--- config.mk ---
export PLATFORM = sky130hd
export DESIGN_NAME = game_state_ctrl
export DESIGN_NICKNAME = d
export VERILOG_FILES = /design/src/rtl/game_state_ctrl_pkg.sv /design/src/rtl/game_state_ctrl_btn_sync_edge.sv /design/src/rtl/game_state_ctrl.sv
export SDC_FILE = /design/constraint.sdc
export NUM_CORES = 1
export LEC_CHECK = 0
export CAP_MARGIN = 0
export CORE_AREA = 2 2 50 52
export CTS_CLUSTER_DIAMETER = 40
export DETAILED_ROUTE_END_ITERATION = 6
export DIE_AREA = 0 0 52 54
export GPL_TIMING_DRIVEN = 0
export PLACE_DENSITY = 0.8
export REMOVE_ABC_BUFFERS = 1
export SYNTH_ARGS = -nofsm -noshare
export SYNTH_HDL_FRONTEND = slang
export SYNTH_HIERARCHICAL = 1
export SYNTH_SLANG_ARGS = --single-unit
--- constraint.sdc ---
create_clock -name clk -period 2.8 [get_ports clk]
set_input_delay 0.42 -clock clk [delete_from_list [all_inputs] [get_ports clk]]
set_output_delay 0.42 -clock clk [all_outputs]
set_load 0.05 [all_outputs]
--- src/rtl/game_state_ctrl_pkg.sv ---
// Shared state codes and frame counter helpers for the game sequencer.
// State codes match the display multiplexer decode.
package game_state_ctrl_pkg;

  localparam int FC_W = 8;

  typedef enum logic [2:0] {
    ST_TITLE = 3'b000,
    ST_INTRO = 3'b001,
    ST_READY = 3'b010,
    ST_PLAY  = 3'b011,
    ST_FLASH = 3'b100,
    ST_OVER  = 3'b101
  } state_e;

  // A zero frame count behaves as one frame.
  function automatic logic [FC_W-1:0] fr_min(int n);
    if (n < 1) return FC_W'(1);
    if (n > 255) return '1;
    return FC_W'(n);
  endfunction

  function automatic logic [FC_W-1:0] fr_last(int n);
    return fr_min(n) - FC_W'(1);
  endfunction

endpackage

--- src/rtl/game_state_ctrl_btn_sync_edge.sv ---
// Two-flop synchronizer plus registered rising-edge detect.
// btn_rise pulses one clk, three clks after btn_raw rises.
module btn_sync_edge (
  input  logic clk,
  input  logic rst_n,
  input  logic btn_raw,
  output logic btn_rise
);

  logic [2:0] sync_q, sync_d;
  logic       rise_q, rise_d;

  always_comb begin
    sync_d = {sync_q[1:0], btn_raw};
    rise_d = sync_q[1] & ~sync_q[2];
  end

  always_ff @(posedge clk or negedge rst_n) begin
    if (!rst_n) begin
      sync_q <= '0;
      rise_q <= 1'b0;
    end else begin
      sync_q <= sync_d;
      rise_q <= rise_d;
    end
  end

  assign btn_rise = rise_q;

endmodule

--- src/rtl/game_state_ctrl.sv ---
// Game sequencer: title/intro/ready/play/flash/over with registered outputs.
// Optional best-score tracking under BEST_SCORE_EN.
module game_state_ctrl
  import game_state_ctrl_pkg::*;
#(
  parameter int INTRO_FRAMES   = 60,
  parameter int FLASH_FRAMES   = 30,
  parameter int LOCKOUT_FRAMES = 45
) (
  input  logic       clk,
  input  logic       rst_n,
  input  logic       frame_tick,
  input  logic       btn_raw,
  input  logic       collision,
  input  logic [7:0] score,
  output logic [2:0] state,
  output logic       bird_run,
  output logic       pipe_run,
  output logic       flap_pulse,
  output logic       score_clr,
  output logic [7:0] best_score,
  output logic       new_best
);

  localparam logic [FC_W-1:0] INTRO_LAST = fr_last(INTRO_FRAMES);
  localparam logic [FC_W-1:0] FLASH_LAST = fr_last(FLASH_FRAMES);
  localparam logic [FC_W-1:0] LOCK_MIN   = fr_min(LOCKOUT_FRAMES);

  logic            btn_rise;
  logic [2:0]      state_q, state_d;
  logic [FC_W-1:0] cnt_q, cnt_d;
  logic            bird_q, bird_d;
  logic            pipe_q, pipe_d;
  logic            flap_q, flap_d;
  logic            clr_q, clr_d;

  btn_sync_edge u_btn (
    .clk      (clk),
    .rst_n    (rst_n),
    .btn_raw  (btn_raw),
    .btn_rise (btn_rise)
  );

  always_comb begin
    state_d = state_q;
    flap_d  = 1'b0;
    clr_d   = 1'b0;
    unique case (state_q)
      ST_TITLE: if (btn_rise) begin
        state_d = ST_INTRO;
        clr_d   = 1'b1;
      end
      ST_INTRO:
        if (frame_tick && cnt_q == INTRO_LAST)
          state_d = ST_READY;
      ST_READY: if (btn_rise) begin
        state_d = ST_PLAY;
        flap_d  = 1'b1;
      end
      ST_PLAY:
        if (collision) state_d = ST_FLASH;
        else if (btn_rise) flap_d = 1'b1;
      ST_FLASH:
        if (frame_tick && cnt_q == FLASH_LAST)
          state_d = ST_OVER;
      ST_OVER:
        if (btn_rise && cnt_q >= LOCK_MIN) begin
          state_d = ST_TITLE;
          clr_d   = 1'b1;
        end
      default: state_d = ST_TITLE;
    endcase

    if (state_d != state_q) cnt_d = '0;
    else if (frame_tick && cnt_q != '1) cnt_d = cnt_q + 1'b1;
    else cnt_d = cnt_q;

    bird_d = (state_d == ST_PLAY) || (state_d == ST_FLASH);
    pipe_d = (state_d == ST_PLAY);
  end

  always_ff @(posedge clk or negedge rst_n) begin
    if (!rst_n) begin
      state_q <= ST_TITLE;
      cnt_q   <= '0;
      bird_q  <= 1'b0;
      pipe_q  <= 1'b0;
      flap_q  <= 1'b0;
      clr_q   <= 1'b1;
    end else begin
      state_q <= state_d;
      cnt_q   <= cnt_d;
      bird_q  <= bird_d;
      pipe_q  <= pipe_d;
      flap_q  <= flap_d;
      clr_q   <= clr_d;
    end
  end

  assign state      = state_q;
  assign bird_run   = bird_q;
  assign pipe_run   = pipe_q;
  assign flap_pulse = flap_q;
  assign score_clr  = clr_q;

`ifdef BEST_SCORE_EN
  logic [7:0] best_q, best_d;
  logic       nb_q, nb_d;

  always_comb begin
    best_d = best_q;
    nb_d   = nb_q;
    if (state_d == ST_OVER && state_q != ST_OVER) begin
      nb_d = 1'b0;
      if (score > best_q) begin
        best_d = score;
        nb_d   = 1'b1;
      end
    end else if (state_d != ST_OVER) begin
      nb_d = 1'b0;
    end
  end

  always_ff @(posedge clk or negedge rst_n) begin
    if (!rst_n) begin
      best_q <= '0;
      nb_q   <= 1'b0;
    end else begin
      best_q <= best_d;
      nb_q   <= nb_d;
    end
  end

  assign best_score = best_q;
  assign new_best   = nb_q;
`else
  logic unused_score;
  assign unused_score = ^score;
  assign best_score   = '0;
  assign new_best     = 1'b0;
`endif

endmodule

==> impl_metrics.toml, run 1 <==
[detailed_routing]
drt_wl_total_um = 1854
via_count = 795
drtPass1Iterations = 4
drt_iter0_markers = 17
post_drt_wl_per_cell_um = 12.12
drc_errors = 0
via_per_inst = 5.196
ant_nets = 0

[global_route]
grt_usage_pct = 15.23
antenna_found_initial = 0
grt_pass1_vias = 663
grt_pass1_wl_um = 3029
grt_overflow = 0
grt_max_degree = 20

[layout]
final_area_um2 = 1204
multi_input_area_um2 = 533.0
regArea_um2 = 476.7
diodes = 0
drive_above_1_share_pct = 12.20
final_common_cell = "dfrtp_1"
final_cell_mix = "dfrtp_1 (18), nand2_1 (12), nor2_1 (12)"
syn2layout_area_growth_pct = 10.83
nFillCells = 222
layout.nets = 140

[die]
die_h_um = 54
core-area_um2 = 2320
die_x_um = 52
io_pins = 29
rows = 18
start_util_pct = 46.82
dieArea_um2 = 2808

[power]
p_switching_uw = 387.1
p_seq_share_pct = 43.5
combinationalPowerShare_pct = 40.6
powerDensity_nw_per_um2 = 736.0
vdd_drop_max_mv = 0.4657
p_leak_uw = 0.0005138
p_int_uw = 498.8
switching_share_pct = 43.70
pwr-share-clk_pct = 16.0

[worst_setup_path]
reg2regPathDepth = 7
path_cells = "clkdlybuf4s50_1"
startpoint_type = "flip-flop"
crit_family = "buffers and inverters"
rr_startpoint = "cnt_q[0]$_DFFE_PN0P_"
arrival_ns = 1.73
critPathLaunch = "state[2]$_DFF_PN0_"
rr_endpoint = "cnt_q[5]$_DFFE_PN0P_"
path_class = "flip-flop to primary output"
crit_required_ns = 2.38
cp_slowest_cell = "clkdlybuf4s50_1"
crit_end = "state[2]"
r2r_slack_ns = 0.93
path_depth = 1
crit_buf_inv = 1
path_max_fanout = 11
cpPeakStageDelay_ns = 0.87
endpoint_kind = "primary output"

[logic_synthesis]
synth_largest_area_cell = "dfrtp_1"
synth.distinct_cells = 39
ys_ff_latch = 19
synth_area_um2 = 1086
synth_top_area_share_pct = 41.47
ys_warn_count = 6
syn_inst = 113
seq_area_frac_synth_pct = 43.89
syn_area_per_cell_um2 = 9.611
yosys-top-cells-area = "dfrtp_1 (41%), buf_4 (6.2%), nand2_1 (4.1%), nor2_1 (4.1%), ha_1 (3.5%)"

[sta]
tightest_slew_ns = 0.8527
relSlewSlack_pct = 42.98
slew_viol_final = 0
min_period_over_period_pct = 76.95
final.setup.tns_ns = 0
fmax_ghz = 0.4641
rsz0062_at_grt = "false"
worst_clock_skew_ns = 0.006408
setup_violations = 0
hold_viol = 0
period_needed_ns = 2.155

[cts]
clk_latency_ns = 0.30
hold_buffers = 0
cts.reportedPaths.clkPinSlew_ns = 0.11
cts_resized = 0
root_buffer = "clkbuf_4"
cts_buffers = 3
cts_tree = "yes"
postCtsSetupBuffers = 0
numClockSinks = 19
cts_buffer_depth = 2
h-tree-depth = 1

[hold_path]
hp-class = "flip-flop to flip-flop"

[flow_run]
maxCapViolCount = 0

[place]
dp_hpwl_um = 1362
place.gp.congestion = 0.9096
place_area_um2 = 1176
port-buffer-count = 11

[outcome]
status = "complete, no violations"
-- worst min-delay path by stage --
stage	startpoint	end	slack [ns]	cells after the start
floorplan	rst_n	bird_run$_DFF_PN0_	0.12	0
global placement	u_btn/sync_q[0]$_DFF_PN0_	u_btn/sync_q[1]$_DFF_PN0_	0.33	0
detailed placement	u_btn/sync_q[0]$_DFF_PN0_	u_btn/sync_q[1]$_DFF_PN0_	0.34	0
CTS	u_btn/sync_q[0]$_DFF_PN0_	u_btn/sync_q[1]$_DFF_PN0_	0.36	0
global route	u_btn/sync_q[0]$_DFF_PN0_	u_btn/sync_q[1]$_DFF_PN0_	0.36	0
finish	u_btn/sync_q[0]$_DFF_PN0_	u_btn/sync_q[1]$_DFF_PN0_	0.36	0
-- power by group through the flow --
stage | clock network, µW | logic [µW] | registers (µW)
finish | 142 | 359 | 385
global route | 161 | 395 | 392
CTS | 147 | 363 | 383
detailed placement | 0 | 363 | 388
global placement | 0 | 350 | 385
floorplan | 0 | 211 | 435
-- routing by layer --
metal  global-route usage, %  vias up  wire length (µm)
li1                        -      391                 -
met1                   18.39      373               856
met2                   25.53       27               882
met3                   3.333        4                89
met4                   7.895        0                27
met5                       0        -                 0
-- flip-flops by register name (all words and copies together) (netlist names) --
| name | cells |
|---|---|
| cnt_q | 8 |
| score_clr | 1 |
| u_btn/sync_q | 3 |
| pipe_run | 1 |
| bird_run | 1 |
| flap_pulse | 1 |
| u_btn/btn_rise | 1 |
| state | 3 |
-- synthesized netlist by cell type --
cell,instances
a211oi_2,2
a21oi_1,4
a31oi_1,1
a41oi_1,1
and4_2,1
buf_2,4
buf_4,9
conb_1,1
dfrtp_1,18
dfstp_2,1
ha_1,3
inv_1,5
mux2i_1,1
nand2_1,12
nand2b_1,3
nand3_1,5
nand4_1,1
nand4b_1,1
nand4bb_1,1
nor2_1,12
nor2b_1,2
nor2b_4,1
nor3_1,4
nor3_2,1
nor4_1,1
o211ai_1,2
o21a_1,2
o21ai_1,1
o21ai_2,1
o22a_1,1
o311a_4,1
o311ai_0,1
o31a_2,1
o31ai_1,1
or2_2,1
or3_1,1
or3_4,1
xnor2_1,2
xor2_1,2
-- final cells by class --
cell class,instances,area share [%]
flip-flops and latches,19,39.61
repair buffers,11,9.148
inverters,5,1.559
clock buffers,3,1.871
clock inverters,1,0.4158
multi-input cells,84,44.28
well taps,30,3.119
-- stage by stage --
step	setup WS, ns	total power [µW]	std cells	utilization [%]	hold WS [ns]
2_1_floorplan	1.003	645.3	108	-	0.1244
3_3_place_gp	0.6652	735.0	149	50.70	0.3319
3_5_place_dp	0.6606	751.2	149	50.70	0.3363
4_1_cts	0.6425	892.9	153	51.89	0.3615
5_1_grt	0.6035	948.1	153	51.89	0.3644
6_report	0.6454	885.9	153	51.89	0.3607
-- kinds of logic (layout without fill, tap and decap cells) --
group | Yosys count | in the layout | synth area share [%]
xor+xnor | 4 | 4 | 3.226
buf+inv | 18 | 20 | 9.792
simple gates | 48 | 48 | 23.62
fa+ha+maj | 3 | 3 | 3.457
flops | 19 | 19 | 43.89
other cells | 1 | 9 | 0.3453
compound gates | 19 | 19 | 14.75
mux | 1 | 1 | 0.9217
No activity file was read; power rests on OpenSTA's default activity.
==> run 2, diff against run 1 <==
--- a/config.mk
+++ b/config.mk
@@ -6,12 +6,12 @@
 export NUM_CORES = 1
 export LEC_CHECK = 0
 export CAP_MARGIN = 0
-export CORE_AREA = 2 2 50 52
+export CORE_AREA = 2 2 52 54
 export CTS_CLUSTER_DIAMETER = 40
 export DETAILED_ROUTE_END_ITERATION = 6
-export DIE_AREA = 0 0 52 54
+export DIE_AREA = 0 0 54 56
 export GPL_TIMING_DRIVEN = 0
-export PLACE_DENSITY = 0.8
+export PLACE_DENSITY = 0.74
 export REMOVE_ABC_BUFFERS = 1
 export SYNTH_ARGS = -nofsm -noshare
 export SYNTH_HDL_FRONTEND = slang
==> constraint.sdc (replaced) <==
create_clock -name clk -period 2 [get_ports clk]
set_input_delay 0.3 -clock clk [delete_from_list [all_inputs] [get_ports clk]]
set_output_delay 0.3 -clock clk [all_outputs]
set_load 0.05 [all_outputs]
==> impl_metrics.toml, run 2 (synthesized netlist as in run 1, its figures left out) <==
[cts]
cts_buffer_depth = 2
cts_buffers = 3
cts_tree = "yes"
numClockSinks = 19
clk_latency_ns = 0.29
hold_buffers = 0
postCtsSetupBuffers = 0
cts.reportedPaths.clkPinSlew_ns = 0.10
h-tree-depth = 1
root_buffer = "clkbuf_4"

[sta]
period_needed_ns = 1.908
tightest_slew_ns = 0.8351
slew_viol_final = 0
final.setup.tns_ns = 0
min_period_over_period_pct = 95.41
whs_ns = 0.3577
worst_clock_skew_ns = 0.002354
fmax_ghz = 0.5241
setup_violations = 0
hold_viol = 0
relSlewSlack_pct = 44.15
rsz0062_at_grt = "false"

[layout]
layout.nets = 140
diodes = 0
multi_input_area_um2 = 533.0
nFillCells = 245
post-route-util_pct = 49.64
regMostFlops = "cnt_q"
final_cell_mix = "dfrtp_1 (18), nand2_1 (12), nor2_1 (12)"
largest_reg_flops = 8
final_common_cell = "dfrtp_1"
drive_above_1_share_pct = 12.20
regArea_um2 = 476.7
syn2layout_area_growth_pct = 11.18

[worst_setup_path]
critPathLaunch = "score_clr$_DFF_PN1_"
rr_startpoint = "cnt_q[0]$_DFFE_PN0P_"
path_max_fanout = 1
crit_buf_inv = 1
cp_slowest_cell = "clkdlybuf4s50_1"
path_depth = 1
rr_endpoint = "cnt_q[4]$_DFFE_PN0P_"
crit_required_ns = 1.70
path_cells = "clkdlybuf4s50_1"
cpPeakStageDelay_ns = 0.79
arrival_ns = 1.61
endpoint_kind = "primary output"
crit_end = "score_clr"
startpoint_type = "flip-flop"
reg2regPathDepth = 7
r2r_slack_ns = 0.17
crit_family = "buffers and inverters"
path_class = "flip-flop to primary output"

[power]
powerDensity_nw_per_um2 = 1002
p_leak_uw = 0.0005437
finalPower_uw = 1210
vdd_drop_max_mv = 0.6020

[global_route]
grt_pass1_vias = 738
grt_pass1_wl_um = 3098
grt_usage_pct = 13.77
grt_overflow = 0
antenna_found_initial = 0
grt_max_degree = 20

[detailed_routing]
ant_nets = 0
drc_errors = 0
via_count = 826
drt_iter0_markers = 11
drtPass1Iterations = 4
drt_wl_total_um = 1788
post_drt_wl_per_cell_um = 11.69
via_per_inst = 5.399

[die]
core-area_um2 = 2432
die_x_um = 54
dieArea_um2 = 3024
io_pins = 29
rows = 18
start_util_pct = 44.65
die_h_um = 56

[place]
dp_hpwl_um = 1367
place.gp.congestion = 0.8949
port-buffer-count = 11

[flow_run]
maxCapViolCount = 0

[outcome]
status = "complete, no violations"

[hold_path]
hp-class = "flip-flop to flip-flop"
-- run 2: cell types whose count changed in the layout (fill, tap and decap cells not counted) --
cell,before,now
clkdlybuf4s50_1,11,8
dlymetal6s2s_1,0,2
dlygate4sd2_1,0,1
-- run 2: per-layer routing --
layer  vias up  part of all wire (%)  global-route usage, %
met5         -                     0                      0
met4         0                   1.7                  6.071
met3         4                   6.1                  3.226
met2        30                    48                  20.56
met1       400                    44                  18.58
li1        392                     -                      -
-- run 2: what timing repair did --
item / CTS / global route
setup endpoints to repair: 1 / 2
resized for setup: 1 / 2
cloned: 0 / 0
-- run 2: layout make-up --
| cell class | instances | share of cell area (%) |
|---|---|---|
| Multi-Input combinational cell | 84 | 44.14 |
| Sequential cell | 19 | 39.48 |
| Timing Repair Buffer | 11 | 9.430 |
| Tap cell | 30 | 3.109 |
| Clock buffer | 3 | 1.865 |
| Inverter | 5 | 1.554 |
| Clock inverter | 1 | 0.4145 |
-- run 2: worst min-delay path by stage --
stage                                    from                         to  slack, ns  depth (start not counted)
finish              u_btn/sync_q[0]$_DFF_PN0_  u_btn/sync_q[1]$_DFF_PN0_       0.36                          0
global route        u_btn/sync_q[0]$_DFF_PN0_  u_btn/sync_q[1]$_DFF_PN0_       0.39                          0
CTS                 u_btn/sync_q[0]$_DFF_PN0_  u_btn/sync_q[1]$_DFF_PN0_       0.36                          0
detailed placement  u_btn/sync_q[0]$_DFF_PN0_  u_btn/sync_q[1]$_DFF_PN0_       0.34                          0
global placement    u_btn/sync_q[0]$_DFF_PN0_  u_btn/sync_q[1]$_DFF_PN0_       0.33                          0
floorplan                               rst_n         bird_run$_DFF_PN0_      0.004                          0
-- run 2: worst reg2reg max path, cell delays in order (launching register included) --
cell and delay (ns):
dfrtp_1 0.44, inv_1 0.10, ha_1 0.19, nor2b_1 0.14, o21a_1 0.17, o211ai_1 0.30
o311a_4 0.33, nor2_1 0.07
-- run 2: power breakdown --
part | total, µW | switching, µW | internal, µW
logic | 489 | 317 | 172
registers | 536 | 92.9 | 444
clock network | 184 | 110 | 74.4
-- run 2: per-stage QoR --
stage          setup WS (ns)  std cells  instance area [µm²]
2_1_floorplan         0.2025        108                 1028
6_report             0.09181        153                 1207
3_5_place_dp        -0.01840        149                 1176
5_1_grt              0.04825        153                 1207
4_1_cts             0.001758        153                 1202
3_3_place_gp        -0.02237        149                 1176
==> run 3, diff against run 2 <==
--- a/config.mk
+++ b/config.mk
@@ -6,12 +6,11 @@
 export NUM_CORES = 1
 export LEC_CHECK = 0
 export CAP_MARGIN = 0
-export CORE_AREA = 2 2 52 54
+export CORE_AREA = 2 2 64 66
 export CTS_CLUSTER_DIAMETER = 40
 export DETAILED_ROUTE_END_ITERATION = 6
-export DIE_AREA = 0 0 54 56
+export DIE_AREA = 0 0 66 68
 export GPL_TIMING_DRIVEN = 0
-export PLACE_DENSITY = 0.74
 export REMOVE_ABC_BUFFERS = 1
 export SYNTH_ARGS = -nofsm -noshare
 export SYNTH_HDL_FRONTEND = slang
==> impl_metrics.toml, run 3 (synthesized netlist as in run 1, its figures left out) <==
[cts]
root_buffer = "clkbuf_8"
cts_tree = "yes"
clk_latency_ns = 0.26
cts.reportedPaths.clkPinSlew_ns = 0.07
cts_buffers = 3
hold_buffers = 0
h-tree-depth = 1
numClockSinks = 19
cts_buffer_depth = 2

[place]
dp_hpwl_um = 1452
place.gp.congestion = 0.8374
port-buffer-count = 11
place_area_um2 = 1201
pre_cts_ws_ns = -0.05448

[layout]
drive_above_1_share_pct = 11.38
regMostFlops = "cnt_q"
final_cell_mix = "dfrtp_1 (18), nand2_1 (12), nor2_1 (12)"
regArea_um2 = 476.7
syn2layout_area_growth_pct = 15.21
final_common_cell = "dfrtp_1"
nFillCells = 418
diodes = 0
layout.nets = 140
final_area_um2 = 1251
largest_reg_flops = 8
post-route-util_pct = 32.45
multi_input_area_um2 = 533.0

[worst_setup_path]
crit_buf_inv = 1
crit_required_ns = 1.70
path_class = "flip-flop to primary output"
path_depth = 1
startpoint_type = "flip-flop"
arrival_ns = 1.64
cpPeakStageDelay_ns = 0.87
reg2regPathDepth = 7
cp_slowest_cell = "clkdlybuf4s50_1"
endpoint_kind = "primary output"
crit_family = "buffers and inverters"
path_cells = "clkdlybuf4s50_1"
path_max_fanout = 9

[power]
p_leak_uw = 0.0005549
combinationalPowerShare_pct = 38.1
pwr-share-clk_pct = 20.4
finalPower_uw = 1304
p_int_uw = 764.3
powerDensity_nw_per_um2 = 1042
p_switching_uw = 539.2
p_seq_share_pct = 41.5
vdd_drop_max_mv = 0.5803
switching_share_pct = 41.37

[global_route]
grt_usage_pct = 9.930
antenna_found_initial = 0
grt_pass1_vias = 719
grt_max_degree = 20
grt_overflow = 0
grt_pass1_wl_um = 3332

[outcome]
status = "complete, no violations"

[detailed_routing]
drt_wl_total_um = 2035
ant_nets = 0
via_per_inst = 4.688
post_drt_wl_per_cell_um = 11.76
drtPass1Iterations = 4
drc_errors = 0
via_count = 811
drt_iter0_markers = 23

[hold_path]
hp-class = "flip-flop to flip-flop"
whs_path_depth = 0

[die]
io_pins = 29
die_h_um = 68
core-area_um2 = 3856
dieArea_um2 = 4488
die_x_um = 66
rows = 23
start_util_pct = 28.16

[sta]
tightest_slew_ns = 0.8493
slew_viol_final = 0
min_period_over_period_pct = 96.84
fin_ws_ns = 0.06317
final.setup.tns_ns = 0
fmax_ghz = 0.5163
worst_clock_skew_ns = 0.003262
rsz0062_at_grt = "false"
hold_viol = 0
period_needed_ns = 1.937
relSlewSlack_pct = 43.20
setup_violations = 0

[flow_run]
maxCapViolCount = 0
==> run 3: cell count changes in the layout (fill, tap and decap cells not counted), sizes merged <==
cell           change
clkbuf             +1
clkdlybuf4s50      +1
clkinv             -1
dlygate4sd2        -1
==> run 3: power groups by stage <==
| stage | combinational [µW] | clock (µW) | sequential (µW) |
|---|---|---|---|
| final | 496 | 267 | 541 |
| after global routing | 546 | 289 | 554 |
| after CTS | 507 | 282 | 538 |
| after detailed placement | 504 | 0 | 545 |
| after global placement | 497 | 0 | 541 |
| after floorplan | 295 | 0 | 609 |
==> run 3: layout make-up <==
class	instances	share of cell area, %
Clock buffer	4	3.600
Tap cell	50	5.000
Timing Repair Buffer	11	9.200
Inverter	5	1.500
Sequential cell	19	38.10
Multi-Input combinational cell	84	42.60
==> run 3: worst register-to-register path, stage by stage, from the launching register on <==
cell and delay [ns]:
dfrtp_1 0.41, inv_1 0.09, ha_1 0.19, nor2b_1 0.14, o21a_1 0.17, o211ai_1 0.29
o311a_4 0.32, nor2_1 0.07
==> run 3: metal layers <==
layer / track usage (%) / share of wire, % / up-vias
met5: 0 / 0 / -
met4: 4.847 / 1.5 / 0
met1: 12.58 / 43 / 387
met2: 15.40 / 49 / 29
met3: 3.125 / 5.7 / 4
li1: - / - / 391
==> run 3: through the flow <==
stage	cells	hold WS, ns
after CTS	173	0.3594
after floorplan	108	0.004409
after global routing	173	0.3743
after global placement	169	0.3312
final	173	0.3548
after detailed placement	169	0.3426
==> run 3: final timing paths <==
path	start	end	slack, ns
worst max register to register	cnt_q[0]$_DFFE_PN0P_	cnt_q[0]$_DFFE_PN0P_	0.22
worst max-delay path	state[0]$_DFF_PN0_	state[0]	0.06
worst min register to register	u_btn/sync_q[0]$_DFF_PN0_	u_btn/sync_q[1]$_DFF_PN0_	0.35
min in group asynchronous	rst_n	state[1]$_DFF_PN0_	0.53
worst min-delay path	u_btn/sync_q[0]$_DFF_PN0_	u_btn/sync_q[1]$_DFF_PN0_	0.35
max in group asynchronous	rst_n	cnt_q[5]$_DFFE_PN0P_	0.95
==> run 3: what timing repair did <==
action,CTS,global route
setup buffers,0,0
resized for setup,0,2
endpoints found under the setup margin,0,4
==> patch: new RTL, settings of run 1 <==
Add a define of `BEST_SCORE_EN`.
--- a/src/rtl/game_state_ctrl.sv
+++ b/src/rtl/game_state_ctrl.sv
@@ -1,4 +1,6 @@
 // Game sequencer: title/intro/ready/play/flash/over with registered outputs.
 // Optional best-score tracking under BEST_SCORE_EN.
+`define BEST_SCORE_EN
+
 module game_state_ctrl
   import game_state_ctrl_pkg::*;
Behaviour: same outputs for any inputs over 10 cycles, from zero or initial values and one cycle with rst_n low; that may be too few to reach the edited logic, so the function may still have changed.
==> patch against run 1 <==
- register-to-register slack worse by 0.11 ns
- sequential cell count is 9 higher
- die area is the same
- total power rose by 11%
- critical path type unchanged
- synthesized area up 48%
- fmax down 7.2%
- design area rose by 62%
- worst hold slack got worse by 0.31 ns
- routed wire length up 78%
- sequential power is 28% higher
- worst setup slack worse by 0.17 ns
==> patch: results <==
export IMPL_p_seq_frac=0.502
export IMPL_peakVddDrop_uv=474.7
export IMPL_power_switching_uw=302.5
export IMPL_route_vias_total=1255
export IMPL_crit_family="buffers and inverters"
export IMPL_synthTopCellsByArea="dfrtp_1 42%, ha_1 8.6%, mux2_4 7.5%"
export IMPL_io_buffers=28
export IMPL_numCtsBuffers=3
export IMPL_critical_path_arrival_ns=1.90
export IMPL_grt_pass1_vias=1153
export IMPL_route_met3_wl_um=119
export IMPL_seq_power_uw=494
export IMPL_status="completed"
export IMPL_cp_slowest_cell="clkdlybuf4s50_1"
export IMPL_place_area_um2=1904
export IMPL_regToRegEndpoint="best_score[1]"
export IMPL_use_met3=0.04444
export IMPL_max_slew_margin=0.5920
export IMPL_rr_startpoint="best_score[1]"
export IMPL_synth_cell_type_count=44
export IMPL_netlist_top_cells_count="27 x dfrtp_1, 15 x inv_1, 11 x ha_1"
export IMPL_finClkSkew_ns=0.01387
export IMPL_drt_wl_total_mm=3.305
export IMPL_synth_compound_area_frac=0.1337
export IMPL_met2WireLength_mm=1.738
export IMPL_hold_class="input port to asynchronous set/reset pin"
export IMPL_post_route_min_period_ns=2.322
export IMPL_synth_seq_area_share=0.4362
export IMPL_drt_iter0_drc=39
export IMPL_place_congestion=0.8730
export IMPL_clk_latency_ns=0.35
export IMPL_post_place_ws_ns=0.3135
export IMPL_synthCells=150
export IMPL_powerComb_uw=216
export IMPL_routedWlPerCell_um=15.81
export IMPL_drt_met1_wl_mm=1.375
export IMPL_crit_fanout=16
export IMPL_hpwl_mm=2.409
export IMPL_use_met1=0.3036
export IMPL_yosys_area_share_xor_xnor=0.02177
export IMPL_synth_fa_ha_area_frac=0.08554
export IMPL_synth_area_mux_share=0.07465
export IMPL_slowest_delay_ns=0.90
export IMPL_rrSetupSlack_ns=0.82
export IMPL_clkSlewWorstSetupHoldPaths_ns=0.16
export IMPL_globalRouteTotalUtil=0.2539
export IMPL_fillCellCount=128
export IMPL_grt_max_degree=29
export IMPL_grt_pass1_wl_mm=5.168
export IMPL_leakage_uw=0.0008976
export IMPL_final_nets=204
export IMPL_met2_usage=0.4367
export IMPL_finalHoldViolCount=0
export IMPL_reg2regPathDepth=7
export IMPL_yosys_warnings=6
export IMPL_crit_start="state[2]"
export IMPL_ys_async_sr_fraction=1.000
export IMPL_drive_gt1_frac=0.1341
export IMPL_post_cts_buffers=0
-- patch: cell types whose count changed after synthesis, moves of 4 or more --
cell / delta
a21oi_1: +5
buf_2: -4
inv_1: +10
mux2_4: +8
ha_1: +8
dfrtp_1: +9
buf_4: -8
nand4_1: +7
-- patch: how the worst min path moves through the flow --
stage | start | end | slack (ns)
finish | rst_n | cnt_q[3] | 0.05
global route | rst_n | flap_pulse | 0.1
CTS | u_btn/sync_q[0] | u_btn/sync_q[1] | 0.37
detailed placement | u_btn/sync_q[0] | u_btn/sync_q[1] | 0.34
global placement | u_btn/sync_q[0] | u_btn/sync_q[1] | 0.33
floorplan | rst_n | best_score[0] | 0.12
-- patch: layout make-up --
type / instances / area, µm² / area share
clock buffer: 3 / 22.52 / 0.01154
clock inverter: 1 / 30.03 / 0.01538
inverter: 15 / 56.30 / 0.02885
multi-input combinational: 104 / 828.3 / 0.4244
sequential: 28 / 701.9 / 0.3596
tap: 30 / 37.54 / 0.01923
timing repair buffer: 28 / 275.3 / 0.1410
